===== src/rtl/mm_pkg.sv =====
// Shared constants, state encoding and width helper for the Mastermind scorer.
// Latency: n/a (declarations only).
// Backpressure: n/a.
package mm_pkg;

  localparam int MM_NUM_PEGS = 4;
  localparam int MM_COLOR_W  = 3;

  typedef enum logic [1:0] {
    IDLE  = 2'd0,
    RED   = 2'd1,
    WHITE = 2'd2,
    DONE  = 2'd3
  } mm_state_t;

  // Bits needed to count 0..n inclusive.
  function automatic int score_width(input int n);
    return $clog2(n + 1);
  endfunction

endpackage


===== src/rtl/mm_first_match.sv =====
// Finds the lowest unused guess peg whose colour equals the target colour.
// Latency: combinational.
// Backpressure: none; result follows inputs.
module mm_first_match
  import mm_pkg::*;
#(
  parameter int NUM_PEGS = MM_NUM_PEGS,
  parameter int COLOR_W  = MM_COLOR_W,
  parameter int IDX_W    = $clog2(NUM_PEGS)
) (
  input  logic [COLOR_W-1:0]          i_color,
  input  logic [NUM_PEGS*COLOR_W-1:0] i_guess,
  input  logic [NUM_PEGS-1:0]         i_used,
  output logic                        o_found,
  output logic [IDX_W-1:0]            o_idx
);

  // Scan from the top down so the lowest matching index wins.
  always_comb begin
    o_found = 1'b0;
    o_idx   = '0;
    for (int j = NUM_PEGS - 1; j >= 0; j--) begin
      if (!i_used[j] && (i_guess[j*COLOR_W +: COLOR_W] == i_color)) begin
        o_found = 1'b1;
        o_idx   = IDX_W'(j);
      end
    end
  end

endmodule


===== src/rtl/mm_peg_scorer.sv =====
// Scores a guess against a secret code (red/white pegs), one peg per cycle.
// Latency: done 2*NUM_PEGS+1 cycles after accepted start (NUM_PEGS+1 on an early win).
// Backpressure: start is ignored while busy; optional win/early exit under MM_SCORE_EARLY_WIN_EN.
module mm_peg_scorer
  import mm_pkg::*;
#(
  parameter int  NUM_PEGS = MM_NUM_PEGS,
  parameter int  COLOR_W  = MM_COLOR_W,
  localparam int SCORE_W  = score_width(NUM_PEGS)
) (
  input  logic                        clock,
  input  logic                        reset,
  input  logic                        start,
  input  logic [NUM_PEGS*COLOR_W-1:0] code,
  input  logic [NUM_PEGS*COLOR_W-1:0] guess,
  output logic                        busy,
  output logic                        done,
  output logic [SCORE_W-1:0]          red,
  output logic [SCORE_W-1:0]          white
`ifdef MM_SCORE_EARLY_WIN_EN
  ,
  output logic                        win
`endif
);

  localparam int IDX_W = $clog2(NUM_PEGS);

  mm_state_t                   r_state;
  mm_state_t                   w_state_nxt;
  logic [NUM_PEGS*COLOR_W-1:0] r_code;
  logic [NUM_PEGS*COLOR_W-1:0] r_guess;
  logic [NUM_PEGS-1:0]         r_code_used;
  logic [NUM_PEGS-1:0]         r_guess_used;
  logic [IDX_W-1:0]            r_idx;
  logic [SCORE_W-1:0]          r_red_cnt;
  logic [SCORE_W-1:0]          r_white_cnt;
  logic [SCORE_W-1:0]          r_red;
  logic [SCORE_W-1:0]          r_white;
  logic                        r_busy;
  logic                        r_done;
`ifdef MM_SCORE_EARLY_WIN_EN
  logic                        r_win;
`endif

  logic [COLOR_W-1:0]          w_code_peg;
  logic [COLOR_W-1:0]          w_guess_peg;
  logic                        w_last;
  logic                        w_red_hit;
  logic [SCORE_W-1:0]          w_red_sum;
  logic                        w_found;
  logic [IDX_W-1:0]            w_match_idx;

  assign w_code_peg  = r_code[int'(r_idx)*COLOR_W +: COLOR_W];
  assign w_guess_peg = r_guess[int'(r_idx)*COLOR_W +: COLOR_W];
  assign w_last      = (r_idx == IDX_W'(NUM_PEGS - 1));
  assign w_red_hit   = (w_code_peg == w_guess_peg);
  assign w_red_sum   = r_red_cnt + SCORE_W'(w_red_hit);

  // White pass: lowest still-unclaimed guess peg of the current code colour.
  mm_first_match #(
    .NUM_PEGS (NUM_PEGS),
    .COLOR_W  (COLOR_W),
    .IDX_W    (IDX_W)
  ) u_first_match (
    .i_color (w_code_peg),
    .i_guess (r_guess),
    .i_used  (r_guess_used),
    .o_found (w_found),
    .o_idx   (w_match_idx)
  );

  // State register.
  always_ff @(posedge clock or posedge reset) begin
    if (reset) r_state <= IDLE;
    else       r_state <= w_state_nxt;
  end

  // Next-state: exact-match pass, then cross-position pass, then one result cycle.
  always_comb begin
    w_state_nxt = r_state;
    case (r_state)
      IDLE:  if (start) w_state_nxt = RED;
      RED: begin
        if (w_last) begin
`ifdef MM_SCORE_EARLY_WIN_EN
          w_state_nxt = (w_red_sum == SCORE_W'(NUM_PEGS)) ? DONE : WHITE;
`else
          w_state_nxt = WHITE;
`endif
        end
      end
      WHITE: if (w_last) w_state_nxt = DONE;
      DONE:  w_state_nxt = IDLE;
      default: w_state_nxt = IDLE;
    endcase
  end

  // Datapath: latch operands, accumulate counts, publish results on DONE.
  always_ff @(posedge clock or posedge reset) begin
    if (reset) begin
      r_code       <= '0;
      r_guess      <= '0;
      r_code_used  <= '0;
      r_guess_used <= '0;
      r_idx        <= '0;
      r_red_cnt    <= '0;
      r_white_cnt  <= '0;
      r_red        <= '0;
      r_white      <= '0;
      r_busy       <= 1'b0;
      r_done       <= 1'b0;
`ifdef MM_SCORE_EARLY_WIN_EN
      r_win        <= 1'b0;
`endif
    end else begin
      r_done <= 1'b0;
      case (r_state)
        IDLE: begin
          if (start) begin
            r_code       <= code;
            r_guess      <= guess;
            r_code_used  <= '0;
            r_guess_used <= '0;
            r_idx        <= '0;
            r_red_cnt    <= '0;
            r_white_cnt  <= '0;
            r_red        <= '0;
            r_white      <= '0;
            r_busy       <= 1'b1;
`ifdef MM_SCORE_EARLY_WIN_EN
            r_win        <= 1'b0;
`endif
          end
        end
        RED: begin
          r_red_cnt <= w_red_sum;
          if (w_red_hit) begin
            r_code_used[r_idx]  <= 1'b1;
            r_guess_used[r_idx] <= 1'b1;
          end
          r_idx <= w_last ? '0 : r_idx + IDX_W'(1);
        end
        WHITE: begin
          if (!r_code_used[r_idx] && w_found) begin
            r_code_used[r_idx]        <= 1'b1;
            r_guess_used[w_match_idx] <= 1'b1;
            r_white_cnt               <= r_white_cnt + SCORE_W'(1);
          end
          r_idx <= w_last ? '0 : r_idx + IDX_W'(1);
        end
        DONE: begin
          r_red   <= r_red_cnt;
          r_white <= r_white_cnt;
          r_done  <= 1'b1;
          r_busy  <= 1'b0;
`ifdef MM_SCORE_EARLY_WIN_EN
          r_win   <= (r_red_cnt == SCORE_W'(NUM_PEGS));
`endif
        end
        default: r_idx <= '0;
      endcase
    end
  end

  assign busy  = r_busy;
  assign done  = r_done;
  assign red   = r_red;
  assign white = r_white;
`ifdef MM_SCORE_EARLY_WIN_EN
  assign win   = r_win;
`endif

endmodule

===== config.mk =====
export PLATFORM = sky130hd
export DESIGN_NAME = mm_peg_scorer
export DESIGN_NICKNAME = d
export VERILOG_FILES = /design/src/rtl/mm_pkg.sv /design/src/rtl/mm_first_match.sv /design/src/rtl/mm_peg_scorer.sv
export SDC_FILE = /design/constraint.sdc
export NUM_CORES = 1
export LEC_CHECK = 0
export ABC_CLOCK_PERIOD_IN_PS = 3200
export CELL_PAD_IN_SITES_DETAIL_PLACEMENT = 0
export CELL_PAD_IN_SITES_GLOBAL_PLACEMENT = 2
export CORE_ASPECT_RATIO = 1.1
export CORE_MARGIN = 3
export CORE_UTILIZATION = 37
export DETAILED_ROUTE_END_ITERATION = 10
export MAX_ROUTING_LAYER = met4
export PLACE_DENSITY_LB_ADDON = 0.1
export SLEW_MARGIN = 20
export SYNTH_ARGS = -nofsm -noshare
export SYNTH_HDL_FRONTEND = slang
export SYNTH_SLANG_ARGS = --single-unit

===== constraint.sdc =====
create_clock -name clock -period 3.2 [get_ports clock]
set_input_delay 0.64 -clock clock [delete_from_list [all_inputs] [get_ports clock]]
set_output_delay 0.64 -clock clock [all_outputs]
set_load 0.01 [all_outputs]

==> flow_metrics.env, run 1 <==
export IMPL_syn_inst=211
export IMPL_cellPowerDensity_nw_per_um2=1040
export IMPL_cts_made_buffers=5
export IMPL_synth_common_cells="dfrtp_1, mux2_1, ha_1, xor2_1"
export IMPL_htree_num_levels=2
export IMPL_timing_worst_slew_pin_value_ps=527
export IMPL_synth_warning_count=0
export IMPL_clock_tree_buffer_depth=2
export IMPL_cellLeakagePower_nw=1.35
export IMPL_first_global_vias=1858
export IMPL_drt_pass1_iterations=4
export IMPL_antenna_cells_inserted=0
export IMPL_drt_iter0_markers=106
export IMPL_fp_coreArea_um2=6670
export IMPL_crit_type="reg2reg"
export IMPL_portBuffers=34
export IMPL_top_level_ports=35
export IMPL_fp_dieW_um=85.7
export IMPL_placement_rows=31
export IMPL_synth_top_area_cell="dfrtp_1"
export IMPL_ir_drop_mv=0.365
export IMPL_clock_latency_ps=300
export IMPL_status="completed"
export IMPL_grt_util_all_layers_pct=15.3
export IMPL_vias=1779
export IMPL_synth_async_reset_ratio_pct=100
export IMPL_whs_ps=499
export IMPL_hold_viol_final=0
export IMPL_grt_overflow=0
export IMPL_finClkSkew_ps=8.40
export IMPL_worst_reg_to_reg_path_cell_count=6
export IMPL_path_class_of_the_lowest_slack_min_delay_path="reg2reg"
export IMPL_path_max_fanout=8
export IMPL_synth_top_cell_area_share_pct=48.4
export IMPL_report_final_slew_viol_count=0
export IMPL_postSynthRegisterBits=50
export IMPL_crit_arrival_ps=2910
export IMPL_synthTopCellsByArea="dfrtp_1, mux2_1, mux4_2"
export IMPL_worst_relative_slew_slack_pct=64.5
export IMPL_finalSetupTns_ps=0
export IMPL_die_area_um2=8030
export IMPL_initial_core_util_pct=38.8
export IMPL_tritoncts="yes"
export IMPL_synth_edff_count=0
export IMPL_yosys_cell_count_top_type="dfrtp_1"
export IMPL_timing_final_setup_violations=0
export IMPL_post_cts_resize_count=0
export IMPL_pin_count_of_the_biggest_net_entering_global_routing=26
export IMPL_cts_setup_buffers=0
export IMPL_route_final_wire_length_mm=5.55
export IMPL_fin_crit_ps=2730
export IMPL_timing_final_crit_share_pct=85.4
export IMPL_detail_route_antenna_nets=0
export IMPL_crit_end_element="flop"
export IMPL_clock_sink_count=50
export IMPL_whs_path_depth=1
export IMPL_final_net_count=291
export IMPL_timing_critical_path_from_type="flop"
export IMPL_post_dp_hpwl_mm=4.22
export IMPL_first_pass_grt_wire_length_mm=9.33
export IMPL_dieHeight_um=93.7
export IMPL_post_route_cells_drive_above_1_share_pct=13.0
export IMPL_mappedNetlistNets=250
export IMPL_cts_hold_fix_buffers=0
export IMPL_synth_top_flop_cell="dfrtp_1"
export IMPL_antenna_found_initial=0
export IMPL_syn_area_um2=2590
export IMPL_synthesis_area_per_instance_um2=12.3
export IMPL_viasPerCell=5.31
export IMPL_clk_pin_slew_worst_setup_hold_paths_ps=100
export IMPL_synth_sequential_area_ratio_pct=48.4
export IMPL_routabilityCongestion=0.812
export IMPL_layout_stage_area_growth_over_the_synthesis_result_pct=22.0
export IMPL_achievable_frequency_mhz=366
export IMPL_remaining_drc_errors=0
export IMPL_cts_root_buf="clkbuf_8"
export IMPL_ys_types=43
export IMPL_max_cap_violations=0
export IMPL_unrepaired_setup_endpoints_after_global_routing="false"
export IMPL_post_drt_wl_per_cell_um=16.6
export IMPL_critPathRequiredTime_ps=3380
state kept, by name, summed over array words and instances, names as in the netlist:
signal        count
r_code           12
r_guess          12
r_code_used       4
r_guess_used      4
r_red_cnt         3
r_white_cnt       3
red               3
white             3
r_idx             2
r_state           2
busy              1
done              1
final timing paths:
kind | from | to | slack [ps]
min in group asynchronous | reset | done | 560
setup reg to reg | r_idx[0] | r_guess_used[2] | 470
setup / recovery | r_idx[0] | r_guess_used[2] | 470
hold / removal | r_code[7] | r_code[7] | 500
max in group asynchronous | reset | r_idx[0] | 2060
hold reg to reg | r_code[7] | r_code[7] | 500
layer usage:
layer  up-vias  global-route usage (%)  wire length [µm]
met5         -                       -                 0
met4         0                    4.62                47
met3         4                    2.89               154
met2        29                    24.9              2790
met1       894                    19.3              2560
li1        852                       -                 -
power breakdown:
part | total, mW | switching [mW] | internal (mW) | leakage (nW)
clock | 0.400 | 0.222 | 0.178 | 0.0514
sequential | 1.16 | 0.244 | 0.914 | 0.627
combinational | 1.72 | 0.882 | 0.843 | 0.673
placed cells by master (no fill, tap or decap), types with 2 or more instances in the layout:
master / n
a21oi_1: 7
a22o_1: 6
a31oi_1: 5
a32o_1: 2
and2_1: 2
buf_4: 9
clkbuf_8: 6
clkdlybuf4s50_1: 34
clkinv_4: 2
dfrtp_1: 50
ha_1: 12
inv_1: 8
mux2_1: 21
mux2_2: 4
mux4_2: 7
nand2_1: 8
nand3_1: 2
nand4_1: 3
nand4b_1: 2
nor2_1: 9
nor2b_1: 4
nor3_1: 4
o211ai_1: 4
o21ai_0: 6
o21ai_1: 3
or4_1: 2
xnor2_1: 3
xor2_1: 12
critical path, stage by stage, from the launching register on:
cell,delay [ps]
dfrtp_1,550
mux4_2,650
xor2_1,170
or4_1,600
nand4b_1,170
and3b_1,360
nor3_1,100
per-stage QoR:
| step | worst slack [ps] | instance area [µm²] | instances | total power [mW] | utilization, % |
|---|---|---|---|---|---|
| detailed placement | 465 | 3050 | 327 | 2.92 | 45.8 |
| floorplan | 617 | 2590 | 211 | 2.40 | - |
| CTS | 436 | 3150 | 335 | 3.33 | 47.3 |
| global route | 283 | 3150 | 335 | 3.60 | 47.3 |
| global placement | 527 | 3050 | 327 | 2.91 | 45.8 |
| finish | 469 | 3150 | 335 | 3.28 | 47.3 |
kinds of logic after synthesis:
group / synth area share, %
muxes: 17.4
xor gates and xnor gates: 5.08
buffers and inverters: 2.95
and+or+nand+nor: 8.71
DFF: 48.4
adders and majority gates: 5.81
AOI/OAI and AO/OA: 11.7
area by class of cell:
class                           count  area [µm²]
Sequential cell                    50        1250
Multi-Input combinational cell    143        1260
Tap cell                           82         103
Fill cell                         638        3520
Timing Repair Buffer               43         408
Clock buffer                        6        82.6
Inverter                            9        33.8
Clock inverter                      2        17.5
No activity file was read; power rests on OpenSTA's default activity.
==> inputs of run 2 (changes only) <==
--- a/config.mk
+++ b/config.mk
@@ -8,7 +8,6 @@
 export ABC_CLOCK_PERIOD_IN_PS = 3200
 export CELL_PAD_IN_SITES_DETAIL_PLACEMENT = 0
 export CELL_PAD_IN_SITES_GLOBAL_PLACEMENT = 2
-export CORE_ASPECT_RATIO = 1.1
 export CORE_MARGIN = 3
 export CORE_UTILIZATION = 37
 export DETAILED_ROUTE_END_ITERATION = 10
==> flow_metrics.env, run 2 (same netlist as run 1, synthesis figures left out) <==
export IMPL_status="completed"
export IMPL_dieHeight_um=89.6
export IMPL_grt_overflow=0
export IMPL_max_cap_violations=0
export IMPL_timing_final_setup_violations=0
export IMPL_portBuffers=34
export IMPL_timing_critical_path_from_type="flop"
export IMPL_top_level_ports=35
export IMPL_first_global_vias=1758
export IMPL_clock_sink_count=50
export IMPL_post_dp_hpwl_mm=4.04
export IMPL_final_cell_mix="dfrtp_1, clkdlybuf4s50_1, mux2_1"
export IMPL_routabilityCongestion=0.816
export IMPL_path_class_of_the_lowest_slack_min_delay_path="reg2reg"
export IMPL_htree_num_levels=2
export IMPL_timing_final_crit_share_pct=84.9
export IMPL_grt_util_all_layers_pct=15.9
export IMPL_finalSetupTns_ps=0
export IMPL_detail_route_antenna_nets=0
export IMPL_viasPerCell=5.14
export IMPL_stdcell_area_um2=3150
export IMPL_crit_end_element="flop"
export IMPL_remaining_drc_errors=0
export IMPL_unrepaired_setup_endpoints_after_global_routing="false"
export IMPL_antenna_cells_inserted=0
export IMPL_ir_drop_mv=0.371
export IMPL_clock_latency_ps=310
export IMPL_report_final_slew_viol_count=0
export IMPL_initial_core_util_pct=39.4
export IMPL_post_drt_wl_per_cell_um=15.9
export IMPL_cellLeakagePower_nw=1.34
export IMPL_crit_type="reg2reg"
export IMPL_hold_viol_final=0
export IMPL_fin_crit_ps=2720
export IMPL_commonest_non_fill_non_tap_cell_in_the_layout="dfrtp_1"
export IMPL_utilization_pct=47.9
export IMPL_r2r_slack_ps=480
export IMPL_top_flop_regs="r_code: 12 flops, r_guess: 12 flops"
export IMPL_drt_pass1_iterations=4
export IMPL_final_cells=345
export IMPL_die_area_um2=8030
export IMPL_clk_pin_slew_worst_setup_hold_paths_ps=100
export IMPL_final_net_count=290
export IMPL_vias=1772
export IMPL_clock_tree_buffer_depth=2
export IMPL_layout_stage_area_growth_over_the_synthesis_result_pct=21.7
export IMPL_count_of_filler_cells_inserted_in_the_layout=600
export IMPL_tritoncts="yes"
export IMPL_crit_arrival_ps=2940
export IMPL_critPathRequiredTime_ps=3430
export IMPL_route_final_wire_length_mm=5.50
export IMPL_cts_hold_fix_buffers=0
export IMPL_cts_root_buf="clkbuf_8"
export IMPL_achievable_frequency_mhz=368
export IMPL_first_pass_grt_wire_length_mm=9.27
export IMPL_drt_iter0_markers=56
export IMPL_post_cts_resize_count=0
export IMPL_post_dp_cell_area_um2=3060
export IMPL_report_power_total_mw=3.28
export IMPL_fp_dieW_um=89.6
export IMPL_finClkSkew_ps=7.52
export IMPL_cts_setup_buffers=0
export IMPL_cellPowerDensity_nw_per_um2=1040
export IMPL_worst_relative_slew_slack_pct=57.8
export IMPL_path_max_fanout=6
export IMPL_post_route_cells_drive_above_1_share_pct=12.3
export IMPL_placement_rows=29
export IMPL_fp_coreArea_um2=6570
export IMPL_pin_count_of_the_biggest_net_entering_global_routing=51
export IMPL_timing_worst_slew_pin_value_ps=633
export IMPL_cts_made_buffers=5
export IMPL_antenna_found_initial=0
export IMPL_numPlacedInstances=337
==> run 2: cell types whose count changed in the layout (fill, tap and decap cells not counted) <==
cell	before	now
buf_4	9	8
clkbuf_1	0	1
clkbuf_8	6	5
clkinv_2	0	1
clkinv_4	2	1
==> run 2: routing by layer <==
layer	up-vias	GRT usage [%]	part of all wire, %
met5	-	-	0
met1	870	24.2	53
met2	36	21.1	41
met3	8	3.01	3.7
li1	858	-	-
met4	0	5.28	1.4
==> run 2: cell type report <==
cell class | count | area (µm²) | area share (%)
flip-flops and latches | 50 | 1250 | 39.8
repair buffers | 42 | 400 | 12.7
clock inverters | 2 | 13.8 | 0.437
clock buffers | 6 | 72.6 | 2.31
multi-input cells | 143 | 1260 | 40.0
inverters | 9 | 33.8 | 1.07
well taps | 93 | 116 | 3.70
==> run 2: worst paths after layout <==
check,from,endpoint,depth (start not counted)
hold reg to reg,r_code_used[1],r_code_used[1],2
hold / removal,r_code_used[1],r_code_used[1],2
min in group asynchronous,reset,red[1],3
max in group asynchronous,reset,r_code_used[1],3
setup reg to reg,r_idx[0],r_guess_used[3],5
setup / recovery,r_idx[0],r_guess_used[3],5
==> run 2: worst max-delay path: stages, from the launching register on <==
cell,delay [ps]
dfrtp_1,550
mux4_2,640
xor2_1,170
or4_4,530
or4b_1,550
a211oi_2,190
==> run 2: stage by stage <==
stage               hold slack (ps)  worst slack [ps]
global placement                475               520
detailed placement              483               497
finish                          504               484
CTS                             506               448
global route                    529               245
floorplan                       457               617
==> run 2: power by group <==
| part | internal [mW] | total (mW) | switching (mW) |
|---|---|---|---|
| registers | 0.914 | 1.15 | 0.235 |
| clock network | 0.155 | 0.376 | 0.222 |
| logic | 0.843 | 1.75 | 0.908 |
| total | 1.91 | 3.28 | 1.36 |
